## src/rtl/if_id_stage.sv

```systemverilog
// IF/ID pipeline stage: owns the fetch PC, the decode instruction register
// and a two-deep history of older instructions (EX, MEM). It detects
// load-use hazards against the instruction in EX and inserts one bubble
// per hazard. Redirects from downstream flush the decode slot.
module if_id_stage #(
  parameter int               ISIZE = 16,
  parameter int               RSIZE = 4,
  parameter logic [ISIZE-1:0] NOP   = '0
) (
  input  logic             clk,
  input  logic             rst,
  input  logic             hold,
  input  logic             redirect_en,
  input  logic [15:0]      redirect_pc,
  output logic [15:0]      imem_addr,
  input  logic [ISIZE-1:0] imem_rdata,
  input  logic             imem_ready,
  output logic [ISIZE-1:0] Instr,
  output logic [ISIZE-1:0] LastInstr,
  output logic [ISIZE-1:0] Last2Instr,
  output logic [3:0]       OpCode,
  output logic [2:0]       Cond,
  output logic [RSIZE-1:0] AddrRd,
  output logic [RSIZE-1:0] AddrRs,
  output logic [RSIZE-1:0] AddrRt,
  output logic [15:0]      PCPlus1,
  output logic             load_stall
);

  localparam logic [3:0] OP_LW = 4'h8;

  logic [15:0]      pc_q, pc_d;
  logic [15:0]      pcplus1_q, pcplus1_d;
  logic [ISIZE-1:0] instr_q, instr_d;
  logic [ISIZE-1:0] last_q, last_d;
  logic [ISIZE-1:0] last2_q, last2_d;

  logic [RSIZE-1:0] rd_last;
  logic             reads_rd_last;

  // Decode fields are plain slices of the decode register.
  assign OpCode = instr_q[15:12];
  assign Cond   = instr_q[11:9];
  assign AddrRd = instr_q[8 +: RSIZE];
  assign AddrRs = instr_q[4 +: RSIZE];
  assign AddrRt = instr_q[0 +: RSIZE];

  assign imem_addr  = pc_q;
  assign Instr      = instr_q;
  assign LastInstr  = last_q;
  assign Last2Instr = last2_q;
  assign PCPlus1    = pcplus1_q;

  assign rd_last = last_q[8 +: RSIZE];

  // Does the decode instruction source the register the EX-stage load writes?
  always_comb begin
    reads_rd_last = 1'b0;
    if ((OpCode <= 4'h9) && (AddrRs == rd_last)) reads_rd_last = 1'b1;
    if ((OpCode <= 4'h4) && (AddrRt == rd_last)) reads_rd_last = 1'b1;
    if ((OpCode inside {4'h9, 4'hA, 4'hB, 4'hE, 4'hF}) && (AddrRd == rd_last))
      reads_rd_last = 1'b1;
  end

  // Load-use bubble; hold, redirect and reset all take priority over it.
  assign load_stall = !rst && !hold && !redirect_en &&
                      (last_q[15:12] == OP_LW) && (rd_last != '0) &&
                      reads_rd_last;

  // Next-state selection in priority order: hold > redirect > stall >
  // not-ready > advance. Reset is applied in the register process.
  // PCPlus1 only tracks real fetches, so it keeps its value whenever a NOP
  // (rather than a fetched word) enters decode.
  always_comb begin
    // NOTE: every next-state signal gets a default first, so no path through
    // this block can leave one unassigned and infer a latch.
    pc_d      = pc_q;
    pcplus1_d = pcplus1_q;
    instr_d   = instr_q;
    last_d    = last_q;
    last2_d   = last2_q;
    if (hold) begin
      // everything frozen
    end else if (redirect_en) begin
      pc_d    = redirect_pc;
      instr_d = NOP;
      last_d  = instr_q;
      last2_d = last_q;
    end else if (load_stall) begin
      last_d  = NOP;
      last2_d = last_q;
    end else if (!imem_ready) begin
      instr_d = NOP;
      last_d  = instr_q;
      last2_d = last_q;
    end else begin
      pc_d      = pc_q + 16'd1;
      pcplus1_d = pc_q + 16'd1;
      instr_d   = imem_rdata;
      last_d    = instr_q;
      last2_d   = last_q;
    end
  end

  // State registers with synchronous reset.
  always_ff @(posedge clk) begin
    // NOTE: non-blocking assignments here so every register samples the
    // pre-edge values of its peers, independent of statement order.
    if (rst) begin
      pc_q      <= '0;
      pcplus1_q <= '0;
      instr_q   <= NOP;
      last_q    <= NOP;
      last2_q   <= NOP;
    end else begin
      pc_q      <= pc_d;
      pcplus1_q <= pcplus1_d;
      instr_q   <= instr_d;
      last_q    <= last_d;
      last2_q   <= last2_d;
    end
  end

endmodule

```

## config.mk

```make
export PLATFORM = sky130hd
export DESIGN_NAME = if_id_stage
export DESIGN_NICKNAME = d
export VERILOG_FILES = /design/src/rtl/if_id_stage.sv
export SDC_FILE = /design/constraint.sdc
export NUM_CORES = 1
export LEC_CHECK = 0
export CAP_MARGIN = 20
export CELL_PAD_IN_SITES_DETAIL_PLACEMENT = 1
export CELL_PAD_IN_SITES_GLOBAL_PLACEMENT = 2
export CORE_MARGIN = 8
export CORE_UTILIZATION = 26
export DETAILED_ROUTE_END_ITERATION = 12
export GPL_TIMING_DRIVEN = 0
export PLACE_DENSITY = 0.8
export SLEW_MARGIN = 40
export SYNTH_ARGS = -nofsm -noshare
export SYNTH_HDL_FRONTEND = slang
export SYNTH_SLANG_ARGS = --single-unit
```

## constraint.sdc

```tcl
create_clock -name clk -period 2.8 [get_ports clk]
set_input_delay 0.7 -clock clk [delete_from_list [all_inputs] [get_ports clk]]
set_output_delay 0.7 -clock clk [all_outputs]
set_load 0.02 [all_outputs]
```

==> metrics.txt, run 1 <==
outcome=finished, final reports clean; fmax=0.371 GHz; commonest non-fill, non-tap cell in the layout=clkdlybuf4s50_1; Synth cell types=51; Post-Synth Adder-Cell Area=0.319%; most frequent cells in the layout=clkdlybuf4s50_1 (132), dfxtp_1 (78), nand2_1 (62), nor2_1 (53), mux2i_1 (42); top cell type's share of synthesized area=40.8%; part of the cycle the worst path needs=96.2%; CP Max Fanout=19; GR Util All Layers=14.4%; total global routing overflow=0; RSZ-0062 raised after global routing=no; # rows=45; DP HPWL=10.9 mm; CTS Buffer Depth=2; Setup-failing EPs final=0; largest family of logic cells by synthesized area=simple AND/OR/NAND/NOR gates; clk_lat worst skew=0.34 ns; initial antenna violation count=0; DRC=0; worst-margin pin slew=0.636 ns; Crit Path Class=in -> out; Top Layer Used=met4; dpl cells=775; cell count after synthesis=451; Max-Cap Viols=0; Min Clock Period, post-route=2.69 ns; Synth Area in XOR/XNOR=5.58%; Compound-Gate Fraction of Synth Area=13.4%; ant diodes=0; cell area after layout=5800 um^2; Slew headroom=57.4%; H-tree depth=3; Die H=139 um; synth warn=0; Sinks on Clock Net=80; CTS clk-pin slew, worst paths=0.06 ns; Final Hold Violating Endpoints=0; sequential cell area fraction in the yosys report=40.8%; FF+latch area=1600 um^2; Area growth syn-to-layout=47.7%; Setup crit end kind=primary output; layout net count=636; CTS tree=yes; via count=3695; Pre-Repair DR Iteration Count=4; data required time of the critical path=2.10 ns; Filler Cells Inserted=1754; CP startpoint kind=primary input; crit path DAT=1.99 ns; Clock Tree Root=clkbuf_16; number of global-route vias before repair=4102; PortBufs=136; die span in x=139 um; Post-Layout Cell Count=790; Multi-input gate area=1930 um^2; CP Cell Sequence=dlygate4sd2_1 > nor4b_2 > nand3_2 > a21o_1 > buf_6 > inv_1 > buf_2; Core Box Area=15000 um^2; Post-Synth Simple-Gate Area=19.0%; Mapped Nets=489; #FFs+latches synth=80; met3 wire len=1.07 mm; Vias per Instance=4.68; WL/cell=17.6 um; top cell family by delay on the critical path=buffers and inverters; CTS Buf Count=9; Mean Syn Cell Area=8.70 um^2; HP Class=reg -> reg; GP Congestion=0.798; Post-CTS Hold Buffers=0; DP Area=5520 um^2; post-synthesis mux area share=10.7%; CP max stage delay=0.29 ns; Starting Density=26.2%; layout cells sized above 1=10.5%; Leak=2.17 nW; Layout Skew=0.00619 ns; ranking of synthesized cells by area=dfxtp_1 (41%), mux2i_1 (11%), nand2_1 (5.9%); mapped cell area=3920 um^2; WL final=13.9 mm; number of DRC markers in iteration 0=152; DR WL met2=6.52 mm; PD cells=473 nW/um^2; WL met1=6.11 mm; first-pass GRT wire length=22.3 mm; post-route core utilization=38.7%; I/O Pins=137; Final Max Tran Viols=0; slowest CP cell=dlygate4sd2_1; post-CTS setup buffers=0; largest net degree at the start of global routing=20; Yosys top cell by area=dfxtp_1; worst vdd ir=318 uV; die area=19300 um^2; post-route ant nets=0; Buf/Inv on CP=4
## path summary, 6_finish.rpt
kind,startpoint,cells after the start,end,slack [ns]
worst max-delay path,hold,7,load_stall,0.11
worst max register to register,LastInstr[9],9,Instr[9],0.68
worst min-delay path,LastInstr[4],2,LastInstr[4],0.49
worst min register to register,LastInstr[4],2,LastInstr[4],0.49
## state kept, by name, summed over array words and instances, names as in the netlist
signal	count
Instr	16
Last2Instr	16
LastInstr	16
PCPlus1	16
imem_addr	16
## repair_timing
| item | in CTS | in global routing |
|---|---|---|
| endpoints found under the setup margin | 1 | 1 |
| resized for setup | 9 | 2 |
| pin swaps | 2 | 0 |
## synth_stat cells (all sizes together)
cell / number
dfxtp: 80
nand2: 62
nor2: 54
mux2i: 42
buf: 38
xnor2: 20
nand3: 18
clkbuf: 16
a21oi: 14
a211oi: 13
and2: 12
o21ai: 11
a31oi: 9
inv: 8
a22oi: 5
o211ai: 5
o31ai: 5
xor2: 5
a22o: 3
and3: 3
nand4: 3
nor4: 3
a31o: 2
nand2b: 2
nor2b: 2
nor3: 2
o32ai: 2
a21boi: 1
a21o: 1
a2bb2oi: 1
a311oi: 1
and4: 1
clkinv: 1
ha: 1
nor4b: 1
o2111a: 1
o211a: 1
o21a: 1
or4: 1
## where the power goes
part | internal (mW) | switching (mW) | leakage (nW)
Combinational | 0.215 | 0.227 | 1.39
Sequential | 1.18 | 0.0421 | 0.650
Clock | 0.619 | 0.463 | 0.132
Total | 2.01 | 0.732 | 2.17
## logic make-up (layout without fill, tap and decap cells)
family                   after synthesis  after routing
AO/OA/AOI/OAI                         76             76
XOR/XNOR                              25             25
adder cells (fa/ha/maj)                1              1
buffers and inverters                 63            214
flip-flops                            80             80
multiplexers                          42             42
AND/OR/NAND/NOR                      164            164
## area by class of cell
| type | instances | share of cell area, % |
|---|---|---|
| Clock inverter | 3 | 0.324 |
| Tap cell | 188 | 4.06 |
| Buffer | 53 | 6.22 |
| Sequential cell | 80 | 27.7 |
| Multi-Input combinational cell | 308 | 33.4 |
| Timing Repair Buffer | 137 | 23.5 |
| Inverter | 9 | 0.583 |
| Clock buffer | 12 | 4.25 |
## worst reg2reg max path, delay by kind of cell (launching register included)
kind / cells / cell delay [ns]
buf+inv: 4 / 0.62
mux: 1 / 0.19
compound gates: 1 / 0.10
simple gates: 3 / 0.83
flops: 1 / 0.31
## metrics by stage
step           setup TNS, ns  power [mW]  setup slack [ns]  hold slack (ns)
6_report                   0        2.74             0.106            0.485
5_1_grt                    0        2.86           0.00360            0.510
4_1_cts                    0        2.78            0.0917            0.489
3_5_place_dp           -2.43        1.69            -0.853            0.480
3_3_place_gp           -1.12        1.68            -0.856            0.477
2_1_floorplan              0        1.48             0.322            0.546
## routing by layer
layer  track usage (%)  vias up
met5                 0        -
met4              4.51        0
met3              5.78       10
met2              24.6      107
met1              16.1     1751
li1                  -     1827
Power figures use the tool's default switching activity.
==> inputs of run 2 (changes only) <==
SLEW_MARGIN = 20   (was 40)
clock period = 2.55 ns   (was 2.8 ns; I/O delays follow)
==> metrics.txt, run 2 (synthesized netlist as in run 1, its figures left out) <==
R2R Path End=Instr[9]; Setup-failing EPs final=0 (unchanged); CP Cell Sequence=buf_4 > or4_4 > nand3_4 > a21o_1 > buf_8 > inv_1 > buf_4; Hold EP=LastInstr[4]; Layout Skew=0.00616 ns (-0.0000324 ns); Starting Density=26.2% (unchanged); Sinks on Clock Net=80 (unchanged); layout net count=636 (unchanged); via count=3717 (+0.60%); Switching Fraction=26.7% (about the same); Clock Tree Root=clkbuf_16; CP startpoint kind=flop; Min Clock Period, post-route=2.48 ns; Post-Layout Cell Count=790 (unchanged); commonest non-fill, non-tap cell in the layout=clkdlybuf4s50_1; Final Max Tran Viols=0 (unchanged); Leak=2.18 nW (+0.26%); outcome=finished, final reports clean; CTS Buf Count=9 (unchanged); Die H=139 um (unchanged); pre-CTS setup slack=-0.978 ns (-0.125 ns); WL/cell=17.6 um (+0.24%); DRC=0 (unchanged); Setup crit end kind=primary output; initial antenna violation count=0 (unchanged); total power=3.01 mW (+10%); die area=19300 um^2 (unchanged); Max-Cap Viols=0 (unchanged); Crit Path Class=reg -> out; HP Class=reg -> reg; CTS Buffer Depth=2 (unchanged); Final Hold Violating Endpoints=0 (unchanged); Core Box Area=15000 um^2 (unchanged); I/O Pins=137 (unchanged); post-route core utilization=39.1% (+0.36 points); worst-margin pin slew=0.819 ns (+0.183 ns); slowest CP cell=or4_4; top cell family by delay on the critical path=simple AND/OR/NAND/NOR gates; PortBufs=136 (unchanged); CTS clk-pin slew, worst paths=0.06 ns (about the same); WL final=13.9 mm (+0.24%); fmax=0.403 GHz; PD cells=515 nW/um^2 (+8.9%); Area growth syn-to-layout=49.1%; Pre-Repair DR Iteration Count=4 (unchanged); part of the cycle the worst path needs=97.3%; CP max stage delay=0.50 ns (+0.21 ns); GP Congestion=0.798 (unchanged); crit path setup slack, layout=0.0686 ns (-0.0377 ns); largest net degree at the start of global routing=17 (-15%); clock network fraction of design power=39.4% (about the same); number of global-route vias before repair=4107 (+0.12%); CTS tree=yes; dpl cells=775 (unchanged); hold path start=LastInstr[4]; CP Max Fanout=6 (-13); H-tree depth=3 (unchanged); setup TNS=0 ns (unchanged); total global routing overflow=0 (unchanged); data required time of the critical path=1.91 ns (-0.19 ns); layout cells sized above 1=11.8% (+1.3 points); Buf/Inv on CP=4 (unchanged); post-route ant nets=0 (unchanged); crit-path most repeated cell=buf_4; worst reg2reg setup slack=0.30 ns (-0.38 ns); P_int=2.21 mW (+9.9%); GR Util All Layers=14.5% (+0.080 points); Gate power share=16.2% (about the same); die span in x=139 um (unchanged); worst vdd ir=347 uV (+9.1%); FF-to-FF path depth=10 (+1); hold path depth=2 (unchanged); r2r startpoint=LastInstr[10]; ant diodes=0 (unchanged); DP HPWL=10.9 mm (unchanged); net switching power figure=0.805 mW (+10%); # rows=45 (unchanged); number of DRC markers in iteration 0=233 (+53%); crit path DAT=1.84 ns (-0.15 ns); first-pass GRT wire length=22.4 mm (+0.43%); clk_lat worst skew=0.34 ns (about the same); Seq pwr share=44.4% (about the same); most frequent cells in the layout=clkdlybuf4s50_1 (132), dfxtp_1 (72), nand2_1 (62), nor2_1 (53), mux2i_1 (42); Vias per Instance=4.71 (+0.60%); Slew headroom=45.4% (-12 points)
## run 2: cell counts in the layout (fill, tap and decap cells not counted)
Identical to the previous run, type by type.
## run 2: worst min-delay path, cell delays in order (launching register included)
cell     delay [ns]
dfxtp_1        0.32
nand2_1        0.06
a21oi_1        0.05
## run 2: routing by layer
layer	part of all wire (%)	wire (um)	GRT usage, %
met3	7.5	1050	5.78
met4	1.3	185	4.51
met2	47	6530	24.7
met5	0	0	0
met1	44	6150	16.2
## run 2: cell type report
type / count / area [um^2]
sequential: 80 / 1610
buffer: 51 / 350
clock buffer: 12 / 246
fill: 1752 / 9130
tap: 188 / 235
multi-input combinational: 308 / 1980
clock inverter: 3 / 18.8
inverter: 9 / 33.8
timing repair buffer: 139 / 1380
## run 2: worst max path at each step
stage / endpoint / startpoint / cells after the start
2_1_floorplan: load_stall / hold / 6
3_3_place_gp: load_stall / hold / 8
3_5_place_dp: load_stall / hold / 8
4_1_cts: load_stall / hold / 7
5_1_grt: load_stall / Instr[11] / 7
6_report: load_stall / LastInstr[10] / 7
## run 2: power groups by stage
| stage | clock network, mW | registers, mW | logic [mW] |
|---|---|---|---|
| global placement | 0 | 1.36 | 0.483 |
| CTS | 1.22 | 1.34 | 0.492 |
| finish | 1.19 | 1.34 | 0.489 |
| detailed placement | 0 | 1.37 | 0.490 |
| floorplan | 0 | 1.40 | 0.221 |
| global route | 1.27 | 1.35 | 0.528 |
## run 2: repair_timing
action | CTS | global route
buffers inserted | 1 | 2
hold buffers | 0 | 0
pin swaps | 1 | 5
gates resized for setup | 12 | 13
setup endpoints to repair | 1 | 1
## run 2: through the flow
step | hold slack (ns) | cell area, um^2
2_1_floorplan | 0.546 | 3920
3_3_place_gp | 0.477 | 5520
3_5_place_dp | 0.480 | 5520
4_1_cts | 0.489 | 5800
5_1_grt | 0.510 | 5850
6_report | 0.485 | 5850
